<file path="src/rtl/pattern_sequencer_pkg.sv">
// Shared types for the pattern sequencer: FSM state encoding and mode codes.
package pattern_sequencer_pkg;

    typedef enum logic [1:0] {
        ST_IDLE  = 2'd0,
        ST_RUN   = 2'd1,
        ST_PAUSE = 2'd2
    } state_t;

    // Mode codes; 2'b11 is not listed and behaves like LOOP.
    localparam logic [1:0] ONE_SHOT = 2'b00;
    localparam logic [1:0] LOOP     = 2'b01;
    localparam logic [1:0] BOUNCE   = 2'b10;

endpackage

</file>
<file path="src/rtl/step_timer.sv">
// Step prescaler: counts 0..div while run is high and flags the terminal
// count with tick, then wraps to 0. Holding run low freezes the count.
module step_timer #(
    parameter int DIV_W = 24
) (
    input  logic             clk,
    input  logic             rst_n,
    input  logic             clr,
    input  logic             run,
    input  logic [DIV_W-1:0] div,
    output logic             tick
);

    logic [DIV_W-1:0] cnt;

    // Terminal count is combinational so the owner can act on it this cycle.
    assign tick = run && (cnt == div);

    // Count register: clear wins over run; frozen while run is low.
    always_ff @(posedge clk or negedge rst_n) begin
        if (!rst_n) begin
            cnt <= '0;
        end else if (clr) begin
            cnt <= '0;
        end else if (run) begin
            cnt <= tick ? '0 : cnt + 1'b1;
        end
    end

endmodule

</file>
<file path="src/rtl/pattern_sequencer.sv">
// Pattern sequencer: walks an external ROM address in one-shot, loop or
// bounce order at a programmable step rate and drives the ROM data to led.
// The ROM has one clock of read latency, so every address load is tracked
// through a two-stage flag and led updates two clocks after addr changes.
module pattern_sequencer
    import pattern_sequencer_pkg::*;
#(
    parameter int WIDTH    = 4,
    parameter int MEM_ADDR = 3,
    parameter int DIV_W    = 24
) (
    input  logic                clk,
    input  logic                rst_n,
    input  logic                start,
    input  logic                stop,
    input  logic                en,
    input  logic [1:0]          mode,
    input  logic [DIV_W-1:0]    step_div,
    output logic [MEM_ADDR-1:0] addr,
    input  logic [WIDTH-1:0]    rom_data,
    output logic [WIDTH-1:0]    led,
    output logic                busy,
    output logic                done,
    output logic [1:0]          dbg_state
);

    localparam logic [MEM_ADDR-1:0] ADDR_MAX = '1;

    state_t           state;
    logic [1:0]       mode_q;
    logic [DIV_W-1:0] div_q;
    logic             dir_down;
    logic             rd_req;   // addr was loaded last edge; ROM reads it now
    logic             rd_cap;   // ROM data for that load is on rom_data now
    logic             tick;
    logic             timer_clr;
    logic             timer_run;

    // Prescaler restarts on any start/stop and only advances in RUN.
    assign timer_clr = start | stop;
    assign timer_run = (state == ST_RUN);

    step_timer #(.DIV_W(DIV_W)) u_step_timer (
        .clk   (clk),
        .rst_n (rst_n),
        .clr   (timer_clr),
        .run   (timer_run),
        .div   (div_q),
        .tick  (tick)
    );

    assign busy      = (state != ST_IDLE);
    assign dbg_state = state;

    // Control FSM, address stepping and read-pipeline tracking; stop beats start.
    always_ff @(posedge clk or negedge rst_n) begin
        if (!rst_n) begin
            state    <= ST_IDLE;
            mode_q   <= ONE_SHOT;
            div_q    <= '0;
            addr     <= '0;
            dir_down <= 1'b0;
            done     <= 1'b0;
            rd_req   <= 1'b0;
            rd_cap   <= 1'b0;
        end else begin
            done   <= 1'b0;
            rd_req <= 1'b0;
            rd_cap <= rd_req;
            if (stop) begin
                state  <= ST_IDLE;
                rd_req <= 1'b0;
                rd_cap <= 1'b0;
            end else if (start) begin
                state    <= ST_RUN;
                mode_q   <= mode;
                div_q    <= step_div;
                addr     <= '0;
                dir_down <= 1'b0;
                rd_req   <= 1'b1;
            end else begin
                case (state)
                    ST_RUN: begin
                        if (!en) begin
                            state <= ST_PAUSE;
                        end
                        // A tick in the cycle en drops is still honoured.
                        if (tick) begin
                            if (mode_q == ONE_SHOT) begin
                                if (addr == ADDR_MAX) begin
                                    done  <= 1'b1;
                                    state <= ST_IDLE;
                                end else begin
                                    addr   <= addr + 1'b1;
                                    rd_req <= 1'b1;
                                end
                            end else if (mode_q == BOUNCE) begin
                                rd_req <= 1'b1;
                                if (!dir_down) begin
                                    if (addr == ADDR_MAX) begin
                                        addr     <= addr - 1'b1;
                                        dir_down <= 1'b1;
                                    end else begin
                                        addr <= addr + 1'b1;
                                    end
                                end else begin
                                    if (addr == '0) begin
                                        addr     <= addr + 1'b1;
                                        dir_down <= 1'b0;
                                    end else begin
                                        addr <= addr - 1'b1;
                                    end
                                end
                            end else begin
                                // LOOP and the unused code: natural wrap max->0.
                                addr   <= addr + 1'b1;
                                rd_req <= 1'b1;
                            end
                        end
                    end
                    ST_PAUSE: begin
                        if (en) begin
                            state <= ST_RUN;
                        end
                    end
                    default: begin
                    end
                endcase
            end
        end
    end

    // LED register: capture ROM data when a tracked read lands, unless stopping.
    always_ff @(posedge clk or negedge rst_n) begin
        if (!rst_n) begin
            led <= '0;
        end else if (rd_cap && !stop) begin
            led <= rom_data;
        end
    end

endmodule

</file>
<file path="config.mk">
export PLATFORM = sky130hd
export DESIGN_NAME = pattern_sequencer
export DESIGN_NICKNAME = d
export VERILOG_FILES = /design/src/rtl/pattern_sequencer_pkg.sv /design/src/rtl/step_timer.sv /design/src/rtl/pattern_sequencer.sv
export SDC_FILE = /design/constraint.sdc
export NUM_CORES = 1
export LEC_CHECK = 0
export BUFFER_PORTS_ARGS = -buffer_cell sky130_fd_sc_hd__buf_4
export CAP_MARGIN = 20
export CORE_MARGIN = 3
export CORE_UTILIZATION = 50
export DETAILED_ROUTE_END_ITERATION = 10
export PLACE_DENSITY = 0.71
export SETUP_SLACK_MARGIN = 0.1
export SYNTH_ARGS = -nofsm -noshare
export SYNTH_HDL_FRONTEND = slang
export SYNTH_SLANG_ARGS = --single-unit
</file>
<file path="constraint.sdc">
create_clock -name clk -period 2.9 [get_ports clk]
set_input_delay 0 -clock clk [delete_from_list [all_inputs] [get_ports clk]]
set_output_delay 0 -clock clk [all_outputs]
set_load 0.005 [all_outputs]
</file>
==> results.ini, run 1 <==
[drt]
first_iter_violations=121
wl_met1_mm=3.241
final_antenna_net_count=0
dr.max_layer_used=met4
vias_per_cell=5.404
dr_wl_met2_mm=3.548
dr_wl_met3_um=335
vias=2513
wl_mm=7.239
wire_per_inst_um=15.57
dr.pass1.iters=4
drcViolationCount=0

[power]
power_density_nw_per_um2=492.7
ir_worst_vdd_mv=0.3407
p_sw_w=0.0005316
p_sw_share_pct=25.52
power_leakage_nw=1.750
power_frac_clock_pct=33.1
p_seq_share_pct=49.0
comb_power_share_pct=17.9
intPower_w=0.001551

[placed_design]
placed_area_um2=3711
gp_congestion=0.8653
dpl.hpwl_mm=4.849
dp.cells=416
numPortBuffers=45

[synthesis]
synth_area_per_cell_um2=11.02
syn-num-nets=344
synth_edf_count=0
async_reset_ff_share_pct=100.0
yosysUniqueCellTypes=44
ys_dominant_reg_cell=dfrtp_1
synth_area_um2=3318
ys_seq_elements=63
yosys_warnings=0
syn_inst=301
seq_area_frac_synth_pct=47.51

[critical_path]
crit_start=u_step_timer.cnt[4]$_DFFE_PN0P_
crit_fanout=6
critPathLaunchType=flip-flop
worst_r2r_path_depth=7
r2r-end=dbg_state[0]$_DFFE_PN0P_
cp_slowest_cell=dlygate4sd3_1
crit_required_ps=3120
worstSetupPathType=reg -> reg
regToRegSetupSlack_ps=500
critPathCapture=dbg_state[0]$_DFFE_PN0P_
reg2reg_from=u_step_timer.cnt[4]$_DFFE_PN0P_
crit_chain=xnor2_1 > nand4_1 > nor3_4 > nand3_1 > o211ai_1 > a21oi_1 > dlygate4sd3_1
worstSetupEndpointType=flip-flop
slowest_delay_ps=550
arrival_ps=2620

[cells_and_area]
seqCellArea_um2=1577
diodes=0
fin_area_um2=4228
drive_above_1_share_pct=26.29
nFillCells=477
final_cell_count_no_fill=465
final_common_cell=dfrtp_1
area_delta_synth_final_pct=27.41
layout.nets=427
most-common-layout-cells=63 x dfrtp_1, 46 x buf_4, 34 x dlygate4sd3_1
multi_input_area_um2=1667

[die]
dieWidth_um=87.47
fp-row-count=29
dieArea_um2=7650
pin_count=46
start_util_pct=51.96
core-area_um2=6386
die_height_um=87.47

[timing]
tightest_slew_ps=790.6
slew_violations=0
whs_ps=37.87
timing.fmax_mhz=417.0
finalCriticalPeriod_ps=2398
rsz0062_at_grt=false
hold_viol=0
fin_tns_setup_ps=0
relSlewSlack_pct=46.80
setup_viol=0
fin_crit_sh_pct=82.69
fin_skew_ps=9.516

[flow_run]
max_cap_violations=0

[hold_path]
hp-start=start
hold_class=in -> reg

[clock_network]
clk_path_buf_depth=2
cts_buffers=9
cts_tree=built
post-cts-setup-buffers=0
clkTransAtPathRegs_ps=70
htree_levels=3
clk_latency_ps=340
cts_root_buffer=clkbuf_8
clock_sinks=63

[outcome]
status=finished clean

[global_routing]
grt_pass1_vias=2509
grt_overflow=0
track_usage_pct=20.59
grt_max_degree=64
grt_antenna_before_repair=0
grt_pass1_wl_mm=12.01

synthesized netlist by cell type, types with 7 or more instances:
cell type / count / area share [%]
dfrtp_1: 63 / 48
mux2_2: 30 / 10
nand2_1: 14 / 1.6
a31oi_1: 7 / 1.3
nand3_1: 13 / 2.0
o31ai_1: 7 / 1.6
a21oi_1: 8 / 1.2
xnor2_1: 25 / 6.6
ha_1: 8 / 3.0
inv_1: 7 / 0.79
nor2_1: 29 / 3.3
xor2_1: 13 / 3.4
nand4_1: 17 / 3.2
and2_1: 7 / 1.3
cells by family (layout without fill, tap and decap cells):
group	Yosys count	count (layout)	synth area share, %
xor gates and xnor gates	39	39	10.52
and+or+nand+nor	113	113	19.34
DFF	63	63	47.51
muxes	30	30	10.18
adders and majority gates	8	8	3.017
buffers and inverters	15	102	2.338
AOI/OAI and AO/OA	33	33	7.089
final cells by class:
type	count	area share [%]
multi-input combinational	223	39.42
sequential	63	37.29
timing repair buffer	80	16.22
clock buffer	15	4.173
tap	77	2.279
inverter	7	0.6215
power by group through the flow:
stage               clock network (W)  registers [W]  logic, W
CTS                          0.000703        0.00102  0.000373
finish                       0.000689        0.00102  0.000372
global placement                    0        0.00103  0.000328
floorplan                           0        0.00102  0.000207
global route                 0.000741        0.00103  0.000409
detailed placement                  0        0.00104  0.000334
through the flow:
step / util [%] / worst slack [ps] / total power (W)
floorplan: - / 968.8 / 0.001232
global placement: 58.11 / 883.5 / 0.001362
detailed placement: 58.11 / 735.7 / 0.001372
CTS: 66.20 / 514.5 / 0.002098
global route: 66.20 / 361.7 / 0.002183
finish: 66.20 / 501.9 / 0.002083
how the worst min path moves through the flow:
| stage | end | slack (ps) | cells after the start |
|---|---|---|---|
| 2_1_floorplan | addr[0]$_DFFE_PN0P_ | -300 | 0 |
| 3_3_place_gp | addr[1]$_DFFE_PN0P_ | 140 | 1 |
| 5_1_grt | rd_req$_DFF_PN0_ | 60 | 3 |
| 4_1_cts | rd_req$_DFF_PN0_ | 30 | 3 |
| 6_report | rd_req$_DFF_PN0_ | 40 | 3 |
| 3_5_place_dp | addr[2]$_DFFE_PN0P_ | 140 | 1 |
worst max-delay path: cells and delay by family, from the launching register on:
family / cells / cell delay [ps]
compound gates: 2 / 270
xor+xnor: 1 / 300
flops: 1 / 440
simple gates: 3 / 720
buf+inv: 1 / 550
routing by layer:
metal,global-route usage (%),vias to the layer above
li1,-,1230
met1,26.82,1213
met2,33.42,60
met3,4.447,10
met4,8.089,0
met5,0,-
state kept, by name, indices dropped and copies added, names as in the netlist:
| register | count |
|---|---|
| addr | 3 |
| div_q | 24 |
| led | 4 |
| dbg_state | 2 |
| u_step_timer.cnt | 24 |
| rd_cap | 1 |
| rd_req | 1 |
| done | 1 |
| mode_q | 2 |
| dir_down | 1 |
timing repair:
| item | 4_1_cts | 5_1_grt |
|---|---|---|
| hold endpoints to repair | 98 | 0 |
| resized for setup | 0 | 0 |
| hold buffers | 34 | 0 |
Power figures use the tool's default switching activity.
==> inputs of run 2 (changes only) <==
Settings changed: PLACE_DENSITY 0.71 to 0.74.
Clock period 2.9 ns to 2.2 ns, I/O delays scaled along.
==> run 2 against run 1 <==
Core utilization rose by 0.96 points. Highest routed layer unchanged. Combinational power rose by 34%. Count of clock-buffer cells in the layout fell by 2.
==> results.ini, run 2 (synthesized netlist as in run 1, its figures left out) <==
[outcome]
status=finished clean  ; unchanged

[placed_design]
numPortBuffers=45  ; unchanged
place_ws_ps=256.8  ; was 735.7 ps
dpl.hpwl_mm=4.980  ; was 4.849 mm
gp_congestion=0.8150  ; was 0.8653
dp.cells=419  ; was 416

[timing]
tightest_slew_ps=805.4  ; was 790.6 ps
fin_skew_ps=8.200  ; was 9.516 ps
slew_violations=0  ; unchanged
relSlewSlack_pct=46.31  ; was 46.80%
whs_ps=269.4  ; was 37.87 ps
setup_viol=0  ; unchanged
fin_crit_sh_pct=89.68  ; was 82.69%
finalCriticalPeriod_ps=1973  ; was 2398 ps
fin_tns_setup_ps=0  ; unchanged
hold_viol=0  ; unchanged
rsz0062_at_grt=false  ; unchanged
setup_ws_ps=227.1  ; was 501.9 ps
timing.fmax_mhz=506.9  ; was 417.0 MHz

[critical_path]
arrival_ps=2190  ; was 2620 ps
regToRegSetupSlack_ps=230  ; was 500 ps
reg2reg_from=dbg_state[1]$_DFFE_PN0P_  ; was u_step_timer.cnt[4]$_DFFE_PN0P_
crit_fanout=5  ; was 6
cp_top_family=simple AND/OR/NAND/NOR gates  ; unchanged
r2r-end=u_step_timer.cnt[12]$_DFFE_PN0P_  ; was dbg_state[0]$_DFFE_PN0P_
critPathBufInv=1  ; unchanged
cp_slowest_cell=dfrtp_1  ; was dlygate4sd3_1
worstSetupPathType=reg -> reg  ; unchanged
slowest_delay_ps=420  ; was 550 ps
critPathLaunchType=flip-flop  ; unchanged
worst_r2r_path_depth=8  ; was 7
crit_chain=inv_1 > ha_1 > or3_4 > and3_1 > nor2b_1 > nand4_1 > xor2_1 > nor2_1  ; was xnor2_1 > nand4_1 > nor3_4 > nand3_1 > o211ai_1 > a21oi_1 > dlygate4sd3_1
worstSetupEndpointType=flip-flop  ; unchanged
crit_required_ps=2410  ; was 3120 ps

[global_routing]
grt_pass1_vias=2590  ; was 2509
grt_pass1_wl_mm=12.19  ; was 12.01 mm
grt_antenna_before_repair=0  ; unchanged
track_usage_pct=20.88  ; was 20.59%
grt_max_degree=64  ; unchanged
grt_overflow=0  ; unchanged

[clock_network]
clock_sinks=63  ; unchanged
clkTransAtPathRegs_ps=70  ; about the same
cts_tree=built  ; unchanged
cts_root_buffer=clkbuf_8  ; unchanged
clk_latency_ps=340  ; about the same
post-cts-setup-buffers=0  ; unchanged
clk_path_buf_depth=2  ; unchanged
cts_buffers=9  ; unchanged
htree_levels=3  ; unchanged

[drt]
vias=2545  ; was 2513
drcViolationCount=0  ; unchanged
wl_mm=7.392  ; was 7.239 mm
wire_per_inst_um=15.76  ; was 15.57 um
first_iter_violations=169  ; was 121
dr.pass1.iters=4  ; unchanged
final_antenna_net_count=0  ; unchanged
vias_per_cell=5.426  ; was 5.404

[cells_and_area]
reg_top3=div_q x24, u_step_timer.cnt x24, led x4  ; unchanged
area_delta_synth_final_pct=29.26  ; was 27.41%
final_common_cell=dfrtp_1  ; unchanged
diodes=0  ; unchanged
layout.nets=430  ; was 427
most-common-layout-cells=63 x dfrtp_1, 49 x buf_4, 34 x dlygate4sd3_1  ; was 63 x dfrtp_1, 46 x buf_4, 34 x dlygate4sd3_1
final_cell_count_no_fill=469  ; was 465
drive_above_1_share_pct=27.81  ; was 26.29%
nFillCells=483  ; was 477

[die]
pin_count=46  ; unchanged
core-area_um2=6386  ; unchanged
dieArea_um2=7650  ; unchanged
fp-row-count=29  ; unchanged
die_height_um=87.47  ; unchanged
start_util_pct=51.96  ; unchanged
dieWidth_um=87.47  ; unchanged

[power]
ir_worst_vdd_mv=0.5202  ; was 0.3407 mV
power_density_nw_per_um2=675.7  ; was 492.7 nW/um^2
total_power_w=0.002898  ; was 0.002083 W
power_leakage_nw=1.785  ; was 1.750 nW

[hold_path]
hold_class=in -> async  ; was in -> reg

[flow_run]
max_cap_violations=0  ; unchanged

run 2: cell count changes in the layout (fill, tap and decap cells not counted), sizes merged:
cell and delta:
buf +3, clkbuf -2, clkinv +2, bufinv +1
run 2: how the worst max path moves through the flow:
stage / cells past startpoint / slack [ps] / to / from
after global placement: 7 / 310 / addr[1]$_DFFE_PN0P_ / addr[0]$_DFFE_PN0P_
after detailed placement: 8 / 260 / u_step_timer.cnt[12]$_DFFE_PN0P_ / dbg_state[1]$_DFFE_PN0P_
after floorplan: 9 / 270 / u_step_timer.cnt[12]$_DFFE_PN0P_ / dbg_state[1]$_DFFE_PN0P_
after CTS: 8 / 230 / u_step_timer.cnt[12]$_DFFE_PN0P_ / dbg_state[1]$_DFFE_PN0P_
after global routing: 8 / 100 / u_step_timer.cnt[14]$_DFFE_PN0P_ / dbg_state[1]$_DFFE_PN0P_
final: 8 / 230 / u_step_timer.cnt[12]$_DFFE_PN0P_ / dbg_state[1]$_DFFE_PN0P_
run 2: final cells by class:
| type | instances | area [um^2] | area share, % |
|---|---|---|---|
| clock buffer | 13 | 168.9 | 3.938 |
| timing repair buffer | 83 | 708.2 | 16.51 |
| clock inverter | 3 | 40.04 | 0.9335 |
| sequential | 63 | 1577 | 36.76 |
| inverter | 7 | 26.28 | 0.6126 |
| tap | 77 | 96.34 | 2.246 |
| multi-input combinational | 223 | 1673 | 39.00 |
run 2: power by group:
group | total (W) | leakage [nW] | switching, W | internal, W
clock network | 0.00105 | 0.109 | 0.000441 | 0.000613
registers | 0.00135 | 0.809 | 0.0000834 | 0.00126
logic | 0.000497 | 0.867 | 0.000211 | 0.000286
run 2: metrics by stage:
stage	instance area [um^2]	utilization [%]
final	4289	67.16
after global routing	4289	67.16
after CTS	4283	67.07
after detailed placement	3734	58.46
after global placement	3734	58.46
after floorplan	3318	-
run 2: layer usage:
metal  routed length (um)  up-vias  part of all wire [%]  track usage (%)
li1                     -     1241                     -                -
met2                 3785       61                    51            35.00
met1                 3144     1234                    43            25.93
met5                    0        -                     0                0
met3                  363        9                   4.9            4.825
met4                   98        0                   1.3            8.368
run 2: what timing repair did:
item | CTS | global route
hold endpoints to repair | 100 | 0
setup endpoints to repair | 0 | 1
gates resized for setup | 0 | 1
hold buffers | 34 | 0
